[config.mk]
export PLATFORM = sky130hd
export DESIGN_NAME = ysyx_22040750_axi_rd_arbiter
export DESIGN_NICKNAME = d
export VERILOG_FILES = /design/src/rtl/ysyx_22040750_axi_rd_arbiter_pkg.sv /design/src/rtl/ysyx_22040750_axi_rd_arbiter_rr_arb3.sv /design/src/rtl/ysyx_22040750_axi_rd_arbiter.sv
export SDC_FILE = /design/constraint.sdc
export NUM_CORES = 1
export LEC_CHECK = 0
export CAP_MARGIN = 15
export CORE_AREA = 8 8 173 175
export CTS_CLUSTER_SIZE = 20
export DETAILED_ROUTE_END_ITERATION = 16
export DIE_AREA = 0 0 181 183
export DONT_BUFFER_PORTS = 1
export SETUP_SLACK_MARGIN = 0.5
export SYNTH_ARGS = -nofsm -noshare
export SYNTH_HDL_FRONTEND = slang
export SYNTH_SLANG_ARGS = --single-unit
[constraint.sdc]
create_clock -name I_clk -period 1.4 [get_ports I_clk]
set_clock_uncertainty 0.1 [all_clocks]
set_input_delay 0.21 -clock I_clk [delete_from_list [all_inputs] [get_ports I_clk]]
set_output_delay 0.21 -clock I_clk [all_outputs]
set_load 0.005 [all_outputs]
[src/rtl/ysyx_22040750_axi_rd_arbiter_pkg.sv]
// Shared definitions for the three-requester AXI read arbiter: FSM states,
// requester ids and the round-robin rotation helper.
package ysyx_22040750_axi_rd_arbiter_pkg;

    typedef enum logic [1:0] {
        ST_IDLE = 2'd0,
        ST_AR   = 2'd1,
        ST_R    = 2'd2
    } state_e;

    localparam int NUM_CH = 3;

    localparam logic [1:0] CH_ICACHE   = 2'd0;
    localparam logic [1:0] CH_DCACHE   = 2'd1;
    localparam logic [1:0] CH_UNCACHED = 2'd2;

    // Next requester in rotation order; the unused code 3 folds back to ch0.
    function automatic logic [1:0] rr_next(input logic [1:0] ch);
        logic [1:0] nxt;
        if (ch >= CH_UNCACHED) begin
            nxt = CH_ICACHE;
        end else begin
            nxt = ch + 2'd1;
        end
        return nxt;
    endfunction

endpackage

[src/rtl/ysyx_22040750_axi_rd_arbiter_rr_arb3.sv]
// Combinational 3-way round-robin picker: the search starts at the requester
// after 'last' and wraps, so the most recently served one has lowest priority.
module ysyx_22040750_rr_arb3
    import ysyx_22040750_axi_rd_arbiter_pkg::*;
(
    input  logic [2:0] req,
    input  logic [1:0] last,
    output logic [1:0] gnt,
    output logic       any
);

    logic [3:0] req_ext;
    logic [1:0] cand;
    logic       found;

    assign req_ext = {1'b0, req};
    assign any     = |req;

    always_comb begin
        gnt   = CH_ICACHE;
        found = 1'b0;
        cand  = last;
        for (int i = 0; i < NUM_CH; i++) begin
            cand = rr_next(cand);
            if (!found && req_ext[cand]) begin
                gnt   = cand;
                found = 1'b1;
            end
        end
    end

endmodule

[src/rtl/ysyx_22040750_axi_rd_arbiter.sv]
// Shares one AXI4 AR/R master port between icache refill (ch0), dcache refill
// (ch1) and uncached loads (ch2); one burst outstanding, grant held until rlast.
//
// state   | meaning
// --------+--------------------------------------------------------------
// ST_IDLE | no transaction; pick next requester if any arvalid is high
// ST_AR   | granted requester's AR routed to the bus until handshake
// ST_R    | bus R beats routed to granted requester until rlast handshake
module ysyx_22040750_axi_rd_arbiter
    import ysyx_22040750_axi_rd_arbiter_pkg::*;
#(
    parameter int AW = 32,
    parameter int DW = 64
) (
    input  logic          I_clk,
    input  logic          I_rst,

    input  logic [AW-1:0] I_ch0_araddr,
    input  logic          I_ch0_arvalid,
    input  logic [7:0]    I_ch0_arlen,
    input  logic [2:0]    I_ch0_arsize,
    input  logic [1:0]    I_ch0_arburst,
    output logic          O_ch0_arready,
    output logic [DW-1:0] O_ch0_rdata,
    output logic          O_ch0_rvalid,
    output logic          O_ch0_rlast,
    input  logic          I_ch0_rready,

    input  logic [AW-1:0] I_ch1_araddr,
    input  logic          I_ch1_arvalid,
    input  logic [7:0]    I_ch1_arlen,
    input  logic [2:0]    I_ch1_arsize,
    input  logic [1:0]    I_ch1_arburst,
    output logic          O_ch1_arready,
    output logic [DW-1:0] O_ch1_rdata,
    output logic          O_ch1_rvalid,
    output logic          O_ch1_rlast,
    input  logic          I_ch1_rready,

    input  logic [AW-1:0] I_ch2_araddr,
    input  logic          I_ch2_arvalid,
    input  logic [7:0]    I_ch2_arlen,
    input  logic [2:0]    I_ch2_arsize,
    input  logic [1:0]    I_ch2_arburst,
    output logic          O_ch2_arready,
    output logic [DW-1:0] O_ch2_rdata,
    output logic          O_ch2_rvalid,
    output logic          O_ch2_rlast,
    input  logic          I_ch2_rready,

    output logic [AW-1:0] O_axi_araddr,
    output logic          O_axi_arvalid,
    output logic [7:0]    O_axi_arlen,
    output logic [2:0]    O_axi_arsize,
    output logic [1:0]    O_axi_arburst,
    input  logic          I_axi_arready,
    input  logic [DW-1:0] I_axi_rdata,
    input  logic          I_axi_rvalid,
    input  logic          I_axi_rlast,
    output logic          O_axi_rready
);

    state_e     state_q, state_d;
    logic [1:0] grant_q, grant_d;
    logic [1:0] last_q,  last_d;

    logic [AW-1:0] ch_araddr  [NUM_CH];
    logic [7:0]    ch_arlen   [NUM_CH];
    logic [2:0]    ch_arsize  [NUM_CH];
    logic [1:0]    ch_arburst [NUM_CH];
    logic [DW-1:0] ch_rdata   [NUM_CH];
    logic [2:0]    ch_arvalid;
    logic [2:0]    ch_rready;
    logic [2:0]    ch_arready;
    logic [2:0]    ch_rvalid;
    logic [2:0]    ch_rlast;

    logic [1:0]    pick_gnt;
    logic          pick_any;
    logic          axi_ar_fire;
    logic          axi_r_done;

    assign ch_araddr[0]  = I_ch0_araddr;
    assign ch_araddr[1]  = I_ch1_araddr;
    assign ch_araddr[2]  = I_ch2_araddr;
    assign ch_arlen[0]   = I_ch0_arlen;
    assign ch_arlen[1]   = I_ch1_arlen;
    assign ch_arlen[2]   = I_ch2_arlen;
    assign ch_arsize[0]  = I_ch0_arsize;
    assign ch_arsize[1]  = I_ch1_arsize;
    assign ch_arsize[2]  = I_ch2_arsize;
    assign ch_arburst[0] = I_ch0_arburst;
    assign ch_arburst[1] = I_ch1_arburst;
    assign ch_arburst[2] = I_ch2_arburst;
    assign ch_arvalid    = {I_ch2_arvalid, I_ch1_arvalid, I_ch0_arvalid};
    assign ch_rready     = {I_ch2_rready, I_ch1_rready, I_ch0_rready};

    ysyx_22040750_rr_arb3 u_rr_arb3 (
        .req  (ch_arvalid),
        .last (last_q),
        .gnt  (pick_gnt),
        .any  (pick_any)
    );

    // Bus-side muxing and return routing; everything is zero outside the
    // state that owns it so stray R traffic never reaches a requester.
    always_comb begin
        O_axi_araddr  = '0;
        O_axi_arvalid = 1'b0;
        O_axi_arlen   = '0;
        O_axi_arsize  = '0;
        O_axi_arburst = '0;
        O_axi_rready  = 1'b0;
        ch_arready    = '0;
        ch_rvalid     = '0;
        ch_rlast      = '0;
        for (int i = 0; i < NUM_CH; i++) begin
            ch_rdata[i] = '0;
        end
        case (state_q)
            ST_AR: begin
                O_axi_araddr        = ch_araddr[grant_q];
                O_axi_arvalid       = ch_arvalid[grant_q];
                O_axi_arlen         = ch_arlen[grant_q];
                O_axi_arsize        = ch_arsize[grant_q];
                O_axi_arburst       = ch_arburst[grant_q];
                ch_arready[grant_q] = I_axi_arready;
            end
            ST_R: begin
                O_axi_rready        = ch_rready[grant_q];
                ch_rdata[grant_q]   = I_axi_rdata;
                ch_rvalid[grant_q]  = I_axi_rvalid;
                ch_rlast[grant_q]   = I_axi_rlast;
            end
            default: begin
            end
        endcase
    end

    assign axi_ar_fire = (state_q == ST_AR) && O_axi_arvalid && I_axi_arready;
    assign axi_r_done  = (state_q == ST_R) && I_axi_rvalid && O_axi_rready && I_axi_rlast;

    always_comb begin
        state_d = state_q;
        grant_d = grant_q;
        last_d  = last_q;
        case (state_q)
            ST_IDLE: begin
                if (pick_any) begin
                    grant_d = pick_gnt;
                    state_d = ST_AR;
                end
            end
            ST_AR: begin
                // A requester dropping arvalid here is a protocol error; we simply wait.
                if (axi_ar_fire) begin
                    last_d  = grant_q;
                    state_d = ST_R;
                end
            end
            ST_R: begin
                if (axi_r_done) begin
                    state_d = ST_IDLE;
                end
            end
            default: begin
                state_d = ST_IDLE;
            end
        endcase
    end

    always_ff @(posedge I_clk) begin
        if (I_rst) begin
            state_q <= ST_IDLE;
            grant_q <= CH_ICACHE;
            last_q  <= CH_UNCACHED;
        end else begin
            state_q <= state_d;
            grant_q <= grant_d;
            last_q  <= last_d;
        end
    end

    assign O_ch0_arready = ch_arready[0];
    assign O_ch1_arready = ch_arready[1];
    assign O_ch2_arready = ch_arready[2];
    assign O_ch0_rvalid  = ch_rvalid[0];
    assign O_ch1_rvalid  = ch_rvalid[1];
    assign O_ch2_rvalid  = ch_rvalid[2];
    assign O_ch0_rlast   = ch_rlast[0];
    assign O_ch1_rlast   = ch_rlast[1];
    assign O_ch2_rlast   = ch_rlast[2];
    assign O_ch0_rdata   = ch_rdata[0];
    assign O_ch1_rdata   = ch_rdata[1];
    assign O_ch2_rdata   = ch_rdata[2];

endmodule

After elaboration in Yosys (flattened, before gate mapping)
Cells that the tools add are included.
{"block": "classes", "magnitude_cmp": 10, "n_mux": 48, "add_sub_neg": 3, "bitwise_logic": 5, "eq_ne": 5, "n_reduce_logical": 16}
{"operator": "AND 192 bit", "count": 1}
{"operator": "two-way mux 192 bit", "count": 1}
{"operator": "demux 64 bit (select 2 bit)", "count": 1}
{"operator": "two-way mux 32 bit", "count": 3}
{"operator": "binary-select mux 32 bit (select 2 bit)", "count": 1}
{"operator": "two-way mux 64 bit", "count": 1}
{"operator": "two-way mux 2 bit", "count": 12}
{"operator": "two-way mux 8 bit", "count": 3}
{"operator": "two-way mux 3 bit", "count": 6}
{"operator": "binary-select mux 8 bit (select 2 bit)", "count": 1}
{"operator": "less-than comparator 2 x 3 -> 1 bit (second input constant)", "count": 4}
{"operator": "binary-select mux 1 bit (select 2 bit)", "count": 5}
{"operator": "two-way mux 1 bit", "count": 10}
{"operator": "AND 3 bit", "count": 3}
{"operator": "logical AND 1 bit", "count": 9}
{"operator": "adder 2 x 1 -> 2 bit (second input constant)", "count": 3}
{"operator": "binary-select mux 3 bit (select 2 bit)", "count": 1}
{"operator": ">= comparator 2 bit (second input constant)", "count": 3}
{"operator": "!= test 2 bit (second input constant)", "count": 3}
{"operator": "one-hot mux 2 bit (3 select lines)", "count": 1}
{"operator": "binary-select mux 2 bit (select 2 bit)", "count": 1}
{"operator": "AND reduction 2 bit", "count": 2}
{"operator": ">= comparator 3 bit (second input constant)", "count": 1}
{"operator": "less-than comparator 3 x 1 -> 1 bit (second input constant)", "count": 1}
{"operator": "9 further kinds", "count": 10}
{"block": "totals", "reg_bits": 6, "wordCells": 90, "in_bits": 210}

Depth between registers and ports, before layout
Gate-level depths: netlist (run 1).
{"block": "logic_depth", "depth_word": 11, "depth_mapped": 7, "ltp_nobuf": 4}

By module
From an unflattened synthesis (run 1), not the netlist that was laid out.
{"block": "unflattened", "cells_unflattened": 476, "hier_area_um2": 2990.4}
{"mod": "ysyx_22040750_axi_rd_arbiter", "area_each_um2": 2940.3, "seq_area_each_um2": 120.1, "cells_each": 468, "instances": 1}
{"mod": "ysyx_22040750_rr_arb3", "area_each_um2": 50.0, "seq_area_each_um2": 0.0, "cells_each": 8, "instances": 1}

Worst setup path after synthesis (run 1)
OpenSTA, ideal clock, no wires.
{"block": "synth_path", "path_type": "register -> output", "start": "register grant_q[0]", "end": "output port O_ch2_rdata[24]", "setup_slack_ns": -0.077, "stages_incl_launch_ff": 7, "t_arrival_ns": 1.167, "path_buffers": 3, "path_cell_list": "dfxtp_1 > buf_4 > nand2b_1 > nor2_1 > buf_4 > clkbuf_2 > and2_1"}
{"block": "synth_between", "elab_chain_len": 7, "word_cells_on_any_way": 8}
{"element": "start, declared", "line_no": "ysyx_22040750_axi_rd_arbiter.sv:64", "source": "logic [1:0] grant_q, grant_d;"}
{"element": "start signal, assigned", "line_no": "ysyx_22040750_axi_rd_arbiter.sv:179", "source": "grant_q <= grant_d;"}
{"element": "inverter 2 -> 3 bit (not written as such) *", "line_no": "ysyx_22040750_axi_rd_arbiter.sv:131", "source": "ch_rdata[grant_q] = I_axi_rdata;"}
{"element": ">= comparator 3 bit (not written as such) / less-than comparator 3 x 1 -> 1 bit (equally long branches)", "line_no": "ysyx_22040750_axi_rd_arbiter.sv:131"}
{"element": "logical AND 1 bit (not written as such)", "line_no": "ysyx_22040750_axi_rd_arbiter.sv:131"}
{"element": "two-way mux 64 bit (not written as such)", "line_no": "ysyx_22040750_axi_rd_arbiter.sv:131"}
{"element": "demux 64 bit (select 2 bit) *", "line_no": "ysyx_22040750_axi_rd_arbiter.sv:131"}
{"element": "AND 192 bit (no source line) *"}
{"element": "two-way mux 192 bit *", "line_no": "ysyx_22040750_axi_rd_arbiter.sv:120", "source": "case (state_q)"}
{"element": "end, declared", "line_no": "ysyx_22040750_axi_rd_arbiter.sv:46", "source": "output logic [DW-1:0] O_ch2_rdata,"}
Mark *: on every way between the ends. The rest lies on a longest branch, timed or not.

Worst setup path after layout (run 1)
{"block": "layout_path", "start": "register grant_q[1]", "end": "output port O_ch1_rdata[62]"}
{"block": "layout_between", "elab_chain_len": 7, "word_cells_on_any_way": 8}
{"element": "inverter 2 -> 3 bit (not written as such) *", "line_no": "ysyx_22040750_axi_rd_arbiter.sv:131"}
{"element": ">= comparator 3 bit (not written as such) / less-than comparator 3 x 1 -> 1 bit (equally long branches)", "line_no": "ysyx_22040750_axi_rd_arbiter.sv:131"}
{"element": "logical AND 1 bit (not written as such)", "line_no": "ysyx_22040750_axi_rd_arbiter.sv:131"}
{"element": "two-way mux 64 bit (not written as such)", "line_no": "ysyx_22040750_axi_rd_arbiter.sv:131"}
{"element": "demux 64 bit (select 2 bit) *", "line_no": "ysyx_22040750_axi_rd_arbiter.sv:131"}
{"element": "AND 192 bit (no source line) *"}
{"element": "two-way mux 192 bit *", "line_no": "ysyx_22040750_axi_rd_arbiter.sv:120"}
{"element": "end, declared", "line_no": "ysyx_22040750_axi_rd_arbiter.sv:35", "source": "output logic [DW-1:0] O_ch1_rdata,"}
Marks and branches as above.

==> metrics.md, run 1 <==
| Metric | Value |
|---|---|
| Post-route worst setup slack | -420 ps |
| Hold Crit Class | input port to flop |
| Xor/xnor cell area share of the yosys netlist | 0% |
| Yosys top cell by area | and2_1 |
| Pwr dens | 325 nW/um2 |
| Top cells by count, synth | 199 x and2_1, 98 x nor2_1, 49 x mux2i_1, 48 x a21oi_1, 13 x clkbuf_1 |
| GRT Util Overall | 10.5% |
| Mux cell area share after synthesis | 16.9% |
| Initial drt markers | 163 |
| Netlist area before placement | 2900 um2 |
| DRT Pass-1 Iters | 6 |
| Sw power | 0.000684 W |
| Global route overflow | 0 |
| Mapped Cells | 474 |
| Syn Area/Cell | 6.13 um2 |
| Layout Nets | 742 |
| Slew Limit Fails | 0 |
| Static Leak | 2.11 nW |
| Vias per cell | 4.43 |
| Synth area leaders | and2_1 43%, mux2i_1 17%, nor2_1 13%, a21oi_1 8.3%, dfxtp_1 4.1% |
| Vias | 3,879 |
| Layout cells sized above 1 | 62.3% |
| #FFs+latches synth | 6 |
| Placed instance count | 808 |
| Total Routed Length | 24,900 um |
| Starting Density | 10.6% |
| Antenna diodes | 0 |
| Share of synthesized flip-flops with an asynchronous set or reset | 0% |
| # H-tree levels | 1 |
| Comb pwr share | 62.4% |
| Power, Total | 0.00177 W |
| WL per Instance | 28.4 um |
| Crit. End Element | output port |
| Most frequently used flop master after synthesis | dfxtp_1 |
| Post-Layout Cell Count | 876 |
| Peak supply drop | 0.000311 V |
| # port buffers | 0 |
| CORE AREA | 27,300 um2 |
| Syn Nets | 684 |
| Post-layout min period | 1820 ps |
| Share of the synthesized area in the top cell type | 42.9% |
| HPWL after detailed placement | 17,100 um |
| Largest net degree at the start of global routing | 67 |
| Post-place setup slack | -211 ps |
| Sw frac | 38.7% |
| Total CTS buffers | 3 |
| Post-Synth Simple-Gate Area | 60.5% |
| Count leader, synth | and2_1 |
| MaxCap Viol Count | 0 |
| Die Height | 183 um |
| # setup viols final | 252 |
| Fmax achieved | 550 MHz |
| CP Max Fanout | 8 |
| Status | finished with violations |
| Post-synth EDFFs | 0 |
| Worst slew pin tran | 488 ps |
| Synth Area in Adders | 0% |
| Routability-driven placement congestion ratio | 0.808 |
| First-pass GRT wire length | 26,500 um |
| I/O pin count | 458 |
| Tcrit/Tclk final | 130% |
| Area grow syn2layout | 87.1% |
| Setup crit start kind | flop |
| DRC violations left | 0 |
| CTS sink cnt | 6 |
| Combinational family with the most area after synthesis | simple AND/OR/NAND/NOR gates |
| Flop pwr share | 11.2% |
| Post-route ant nets | 0 |
| CTS tree | built |
| Synth Area in Compound Gates | 10.3% |
| Failing checks | setup timing |
| Vias in the first global route | 3,608 |
| Sequential share of the synthesized area | 4.14% |
| Skew-Pair Late Insertion Delay | 230 ps |
| Final Hold Vio Count | 0 |
| Setup CP Type | flop to output port |
| Clock Tree Buf Depth | 2 |
| Row count | 61 |
| RSZ-0062 raised after global routing | true |
| Die area | 33,100 um2 |
| Root Buffer | clkbuf_16 |
| Crit path required time | 1090 ps |
| DIE WIDTH | 181 um |
| Filler Cells Inserted | 2,999 |
| Netlist cell types | 26 |
| Slew headroom | 67.3% |
| Initial antenna violation count | 0 |
| Synth warnings | 0 |
| Pint | 0.00108 W |
| Clk pwr share | 26.4% |
| Critical Path AT | 1510 ps |
| Clock transition at the registers of the reported paths | 30 ps |
==> registers in the layout (all words and copies together) (netlist names) <==
name,flops
grant_q,2
last_q,2
state_q,2
==> critical path, stage by stage (launching register included) <==
cell and delay (ps):
dfxtp_4 350, buf_6 140, nand2b_4 150, nor2_4 160, buf_12 160, clkbuf_16 160
and2_4 140
==> worst paths after layout <==
path            startpoint               to  slack (ps)  cells after the start
max             grant_q[1]  O_ch1_rdata[62]        -420                      6
min          I_ch2_arvalid       grant_q[1]          20                      2
max reg2reg     grant_q[1]       state_q[0]        -190                      5
min reg2reg      last_q[0]        last_q[0]         390                      2
==> stage by stage <==
stage                     cell area (um2)  hold slack, ps  utilization, %  TNS [ps]
after global routing                 5430            18.6            19.9    -98490
after global placement               3640             176            13.3    -19890
after CTS                            4030            35.7            14.7    -89030
after detailed placement             3640             175            13.3    -25390
final                                5430            16.9            19.9    -87140
after floorplan                      3200             172               -     -2560
==> power by group through the flow <==
stage | Combinational [W] | Clock (W) | Sequential [W]
2_1_floorplan | 0.000558 | 0 | 0.000196
3_3_place_gp | 0.000730 | 0 | 0.000198
3_5_place_dp | 0.000744 | 0 | 0.000198
4_1_cts | 0.000788 | 0.000466 | 0.000197
5_1_grt | 0.00119 | 0.000480 | 0.000199
6_report | 0.00110 | 0.000467 | 0.000197
==> area by class of cell <==
| class | count | area (um2) | share of cell area (%) |
|---|---|---|---|
| multi-input combinational | 424 | 3290 | 60.5 |
| timing repair buffer | 96 | 1500 | 27.6 |
| tap | 346 | 433 | 7.97 |
| sequential | 6 | 135 | 2.49 |
| clock buffer | 3 | 75.1 | 1.38 |
| inverter | 1 | 6.26 | 0.115 |
==> logic make-up after synthesis <==
| family | count (synthesis) |
|---|---|
| mux | 49 |
| simple gates | 321 |
| flops | 6 |
| compound gates | 54 |
| buf+inv | 44 |
==> layer usage <==
metal	up-vias	global-route usage (%)	share of wire, %
li1	1625	-	-
met1	1847	10.6	36
met2	372	20.3	52
met3	35	3.60	9.9
met4	0	3.05	2.7
met5	-	0	0
==> layout by cell type, fill, tap and decap left out, types with 4 or more instances in the layout <==
cell	netlist	final
and2_4	0	164
and2_1	199	35
buf_16	0	5
a21oi_2	0	16
buf_12	0	18
buf_8	0	11
a21oi_1	48	26
mux2i_1	49	46
dfxtp_4	0	4
clkbuf_16	0	21
nor2_1	98	76
a21oi_4	0	6
nor2_4	0	6
nor2_2	0	16
buf_4	6	29
buf_6	3	14
==> what timing repair did <==
| item | 4_1_cts | 5_1_grt |
|---|---|---|
| endpoints found under the hold margin | 4 | 0 |
| setup endpoints to repair | 254 | 254 |
| pin swaps | 26 | 111 |
| cloned | 4 | 29 |
| setup buffers | 6 | 25 |
| hold buffers | 1 | 0 |
| gates resized for setup | 47 | 181 |
Note: power is estimated with default switching activity, not from simulation.
==> run 2, diff against run 1 <==
--- a/config.mk
+++ b/config.mk
@@ -6,12 +6,13 @@
 export NUM_CORES = 1
 export LEC_CHECK = 0
 export CAP_MARGIN = 15
-export CORE_AREA = 8 8 173 175
+export CORE_AREA = 2 2 180 182
 export CTS_CLUSTER_SIZE = 20
 export DETAILED_ROUTE_END_ITERATION = 16
-export DIE_AREA = 0 0 181 183
+export DIE_AREA = 0 0 182 184
 export DONT_BUFFER_PORTS = 1
 export SETUP_SLACK_MARGIN = 0.5
 export SYNTH_ARGS = -nofsm -noshare
 export SYNTH_HDL_FRONTEND = slang
+export SYNTH_HIERARCHICAL = 1
 export SYNTH_SLANG_ARGS = --single-unit
==> metrics.md, run 2 <==
| Metric | Value |
|---|---|
| Status | finished with violations |
| Failing checks | setup timing |
| Vias per cell | 4.09 (-7.6%) |
| Setup CP Type | flop to output port |
| Netlist cell types | 35 (+35%) |
| Syn Area/Cell | 6.28 um2 (+2.5%) |
| Most common cell after layout, fill and taps aside | and2_4 |
| Synth area leaders | and2_1 41%, mux2i_1 16%, nor2_1 13%, a21oi_1 7.9%, dfxtp_1 4.0% |
| DIE WIDTH | 182 um (+0.55%) |
| Synth warnings | 6 (+6) |
| Die area | 33,500 um2 (+1.1%) |
| # port buffers | 0 (unchanged) |
| Met1 usage | 8.72% (-1.9 points) |
| First-pass GRT wire length | 20,500 um (-23%) |
| Syn Nets | 686 (+0.29%) |
| RSZ-0062 raised after global routing | true |
| Setup crit start kind | flop |
| DRC violations left | 0 (unchanged) |
| Critical path depth in cells | 7 (+1) |
| Met3 Resource Use GR | 1.39% (-2.2 points) |
| Layout cells sized above 1 | 48.9% (-13 points) |
| CP top delay family | buffers and inverters |
| Largest net degree at the start of global routing | 67 (unchanged) |
| Netlist area before placement | 2990 um2 (+3.0%) |
| Starting Density | 9.53% (-1.1 points) |
| DRT Pass-1 Iters | 4 (-2) |
| CORE AREA | 31,400 um2 (+15%) |
| Final hold slack | 82.4 ps (+65.5 ps) |
| HPWL after detailed placement | 13,200 um (-23%) |
| Initial drt markers | 186 (+14%) |
| Crit path largest cell delay | 390 ps (+40 ps) |
| Die Height | 184 um (+0.55%) |
| Pwr dens | 363 nW/um2 (+12%) |
| Skew-Pair Late Insertion Delay | 240 ps (about the same) |
| Top flop regs | grant_q: 2 flops, last_q: 2 flops, state_q: 2 flops |
| Commonest cells after routing, fill and taps aside | 125 x and2_4, 94 x nor2_1, 73 x and2_1 |
| Placed instance count | 872 (+7.9%) |
| Row count | 65 (+6.6%) |
| Crit. End Element | output port |
| Filler Cells Inserted | 3,509 (+17%) |
| WL per Instance | 22.2 um (-22%) |
| Crit path required time | 1090 ps (about the same) |
| Tcrit/Tclk final | 131% (+1.2 points) |
| Worst setup path end | O_ch1_rdata[9] |
| MaxCap Viol Count | 0 (unchanged) |
| Sequential share of the synthesized area | 4.02% (-0.12 points) |
| Area grow syn2layout | 66.4% |
| # setup viols final | 253 (+0.40%) |
| Static Leak | 1.92 nW (-9.0%) |
| CP Max Fanout | 17 (+9) |
| Clock transition at the registers of the reported paths | 50 ps (+20 ps) |
| Initial antenna violation count | 2 (+2) |
| # H-tree levels | 1 (unchanged) |
| GRT Util Overall | 8.37% (-2.2 points) |
| CTS sink cnt | 6 (unchanged) |
| Count leader, synth | and2_1 |
| Crit-path cells | buf_12, inv_2, nand2_4, nor2_4, buf_12, clkbuf_16, and2_1 |
| Slew Limit Fails | 0 (unchanged) |
| Most used routing layer in global routing | met2 |
| Fmax achieved | 544 MHz (-0.95%) |
| CP startpoint | grant_q[1] |
| Most used cell, CP | buf_12 |
| Layout Nets | 728 (-1.9%) |
| Post-Layout Cell Count | 920 (+5.0%) |
| Clock Tree Buf Depth | 2 (unchanged) |
| FF-to-FF path depth | 6 (+1) |
| CTS tree | built |
| Vias in the first global route | 3,176 (-12%) |
| Slew headroom | 78.1% (+11 points) |
| Root Buffer | clkbuf_16 |
| Routing usage on met2 | 16.8% (-3.5 points) |
| Post-route ant nets | 0 (unchanged) |
| Mapped Cells | 476 (+0.42%) |
| Hold Crit Class | input port to flop |
| Total Routed Length | 20,400 um (-18%) |
| Final Hold Vio Count | 0 (unchanged) |
| Most frequently used flop master after synthesis | dfxtp_1 |
| Worst slew pin tran | 327 ps (-161 ps) |
| Routability-driven placement congestion ratio | 0.985 (+22%) |
| Post-route worst setup slack | -437 ps (-17.4 ps) |
| Power, Total | 0.00181 W (+2.1%) |
| Critical Path AT | 1530 ps (+20 ps) |
| Post-synth EDFFs | 0 (unchanged) |
| Total CTS buffers | 3 (unchanged) |
| Post-layout min period | 1840 ps (+17.4 ps) |
| Bufs and invs on worst path | 4 (+1) |
| Top cells by count, synth | 198 x and2_1, 103 x nor2_1, 48 x mux2i_1, 47 x a21oi_1 |
| I/O pin count | 458 (unchanged) |
| Yosys top cell by area | and2_1 |
| Reg-to-reg endpoint | last_q[1] |
| Vias | 3,766 (-2.9%) |
| Peak supply drop | 0.000366 V (+17%) |
| Global route overflow | 0 (unchanged) |
| Reg-to-reg slack, setup | -250 ps (-60 ps) |
| Share of synthesized flip-flops with an asynchronous set or reset | 0% (unchanged) |
| #FFs+latches synth | 6 (unchanged) |
| Share of the synthesized area in the top cell type | 41.4% (-1.4 points) |
| R2R Path Start | grant_q[1] |
| Slowest cell on crit path | dfxtp_4 |
## run 2: cell count changes in the layout (fill, tap and decap cells not counted), sizes merged, moves of 2 or more
cell / before / now
nand2: 5 / 2
o22ai: 2 / 0
clkbuf: 21 / 18
nor2: 98 / 104
buf: 77 / 66
nand3: 3 / 0
## run 2: how the worst min path moves through the flow
stage                             from    endpoint  depth (start not counted)
after floorplan           I_axi_rvalid  state_q[1]                          3
final                            I_rst  state_q[1]                          3
after CTS                        I_rst  state_q[1]                          3
after detailed placement         I_rst  state_q[0]                          1
after global routing             I_rst   last_q[1]                          2
after global placement           I_rst  state_q[0]                          1
## run 2: metal layers
metal,vias up,share of wire (%)
met5,-,0
met4,0,4.1
met3,45,9.5
met2,379,54
met1,1750,33
li1,1592,-
## run 2: power by group
group          internal (W)  leakage [nW]  switching, W  total, W
Combinational      0.000525          1.83      0.000577   0.00110
Sequential         0.000184        0.0509     0.0000182  0.000202
Clock              0.000380        0.0382      0.000121  0.000501
## run 2: cell families (layout without fill, tap and decap cells)
| family | Yosys count | in the layout | synth area share (%) |
|---|---|---|---|
| other | 0 | 1 | 0 |
| AND/OR/NAND/NOR | 322 | 322 | 60.1 |
| flip-flops | 6 | 6 | 4.02 |
| AO/OA/AOI/OAI | 55 | 55 | 10.3 |
| multiplexers | 48 | 48 | 16.1 |
| buffers and inverters | 45 | 86 | 9.46 |
## run 2: stage by stage
| stage | instance area, um2 | worst slack (ps) | utilization [%] | setup TNS, ps |
|---|---|---|---|---|
| after floorplan | 3340 | -28.9 | - | -1070 |
| final | 4970 | -437 | 15.8 | -96980 |
| after global placement | 3840 | -182 | 12.2 | -28310 |
| after global routing | 4970 | -482 | 15.8 | -108930 |
| after detailed placement | 3840 | -257 | 12.2 | -36370 |
| after CTS | 4140 | -427 | 13.2 | -92440 |
## run 2: worst min-delay path, cell delays in order
cell and delay [ps]:
nor2_1 20, o21ai_1 70, o41ai_1 70
## run 2: layout make-up
| type | instances | area, um2 | share of cell area [%] |
|---|---|---|---|
| Multi-Input combinational cell | 425 | 3080 | 62.0 |
| Inverter | 1 | 3.75 | 0.0755 |
| Antenna cell | 1 | 2.50 | 0.0503 |
| Tap cell | 402 | 503 | 10.1 |
| Clock buffer | 4 | 78.8 | 1.58 |
| Sequential cell | 6 | 128 | 2.57 |
| Timing Repair Buffer | 81 | 1170 | 23.6 |
## run 2: what timing repair did
item / 4_1_cts / 5_1_grt
pin swaps: 1 / 48
hold buffers: 1 / 0
buffers inserted: 7 / 9
resized for setup: 13 / 98
endpoints found under the hold margin: 5 / 0
endpoints found under the setup margin: 254 / 254
cloned: 4 / 22
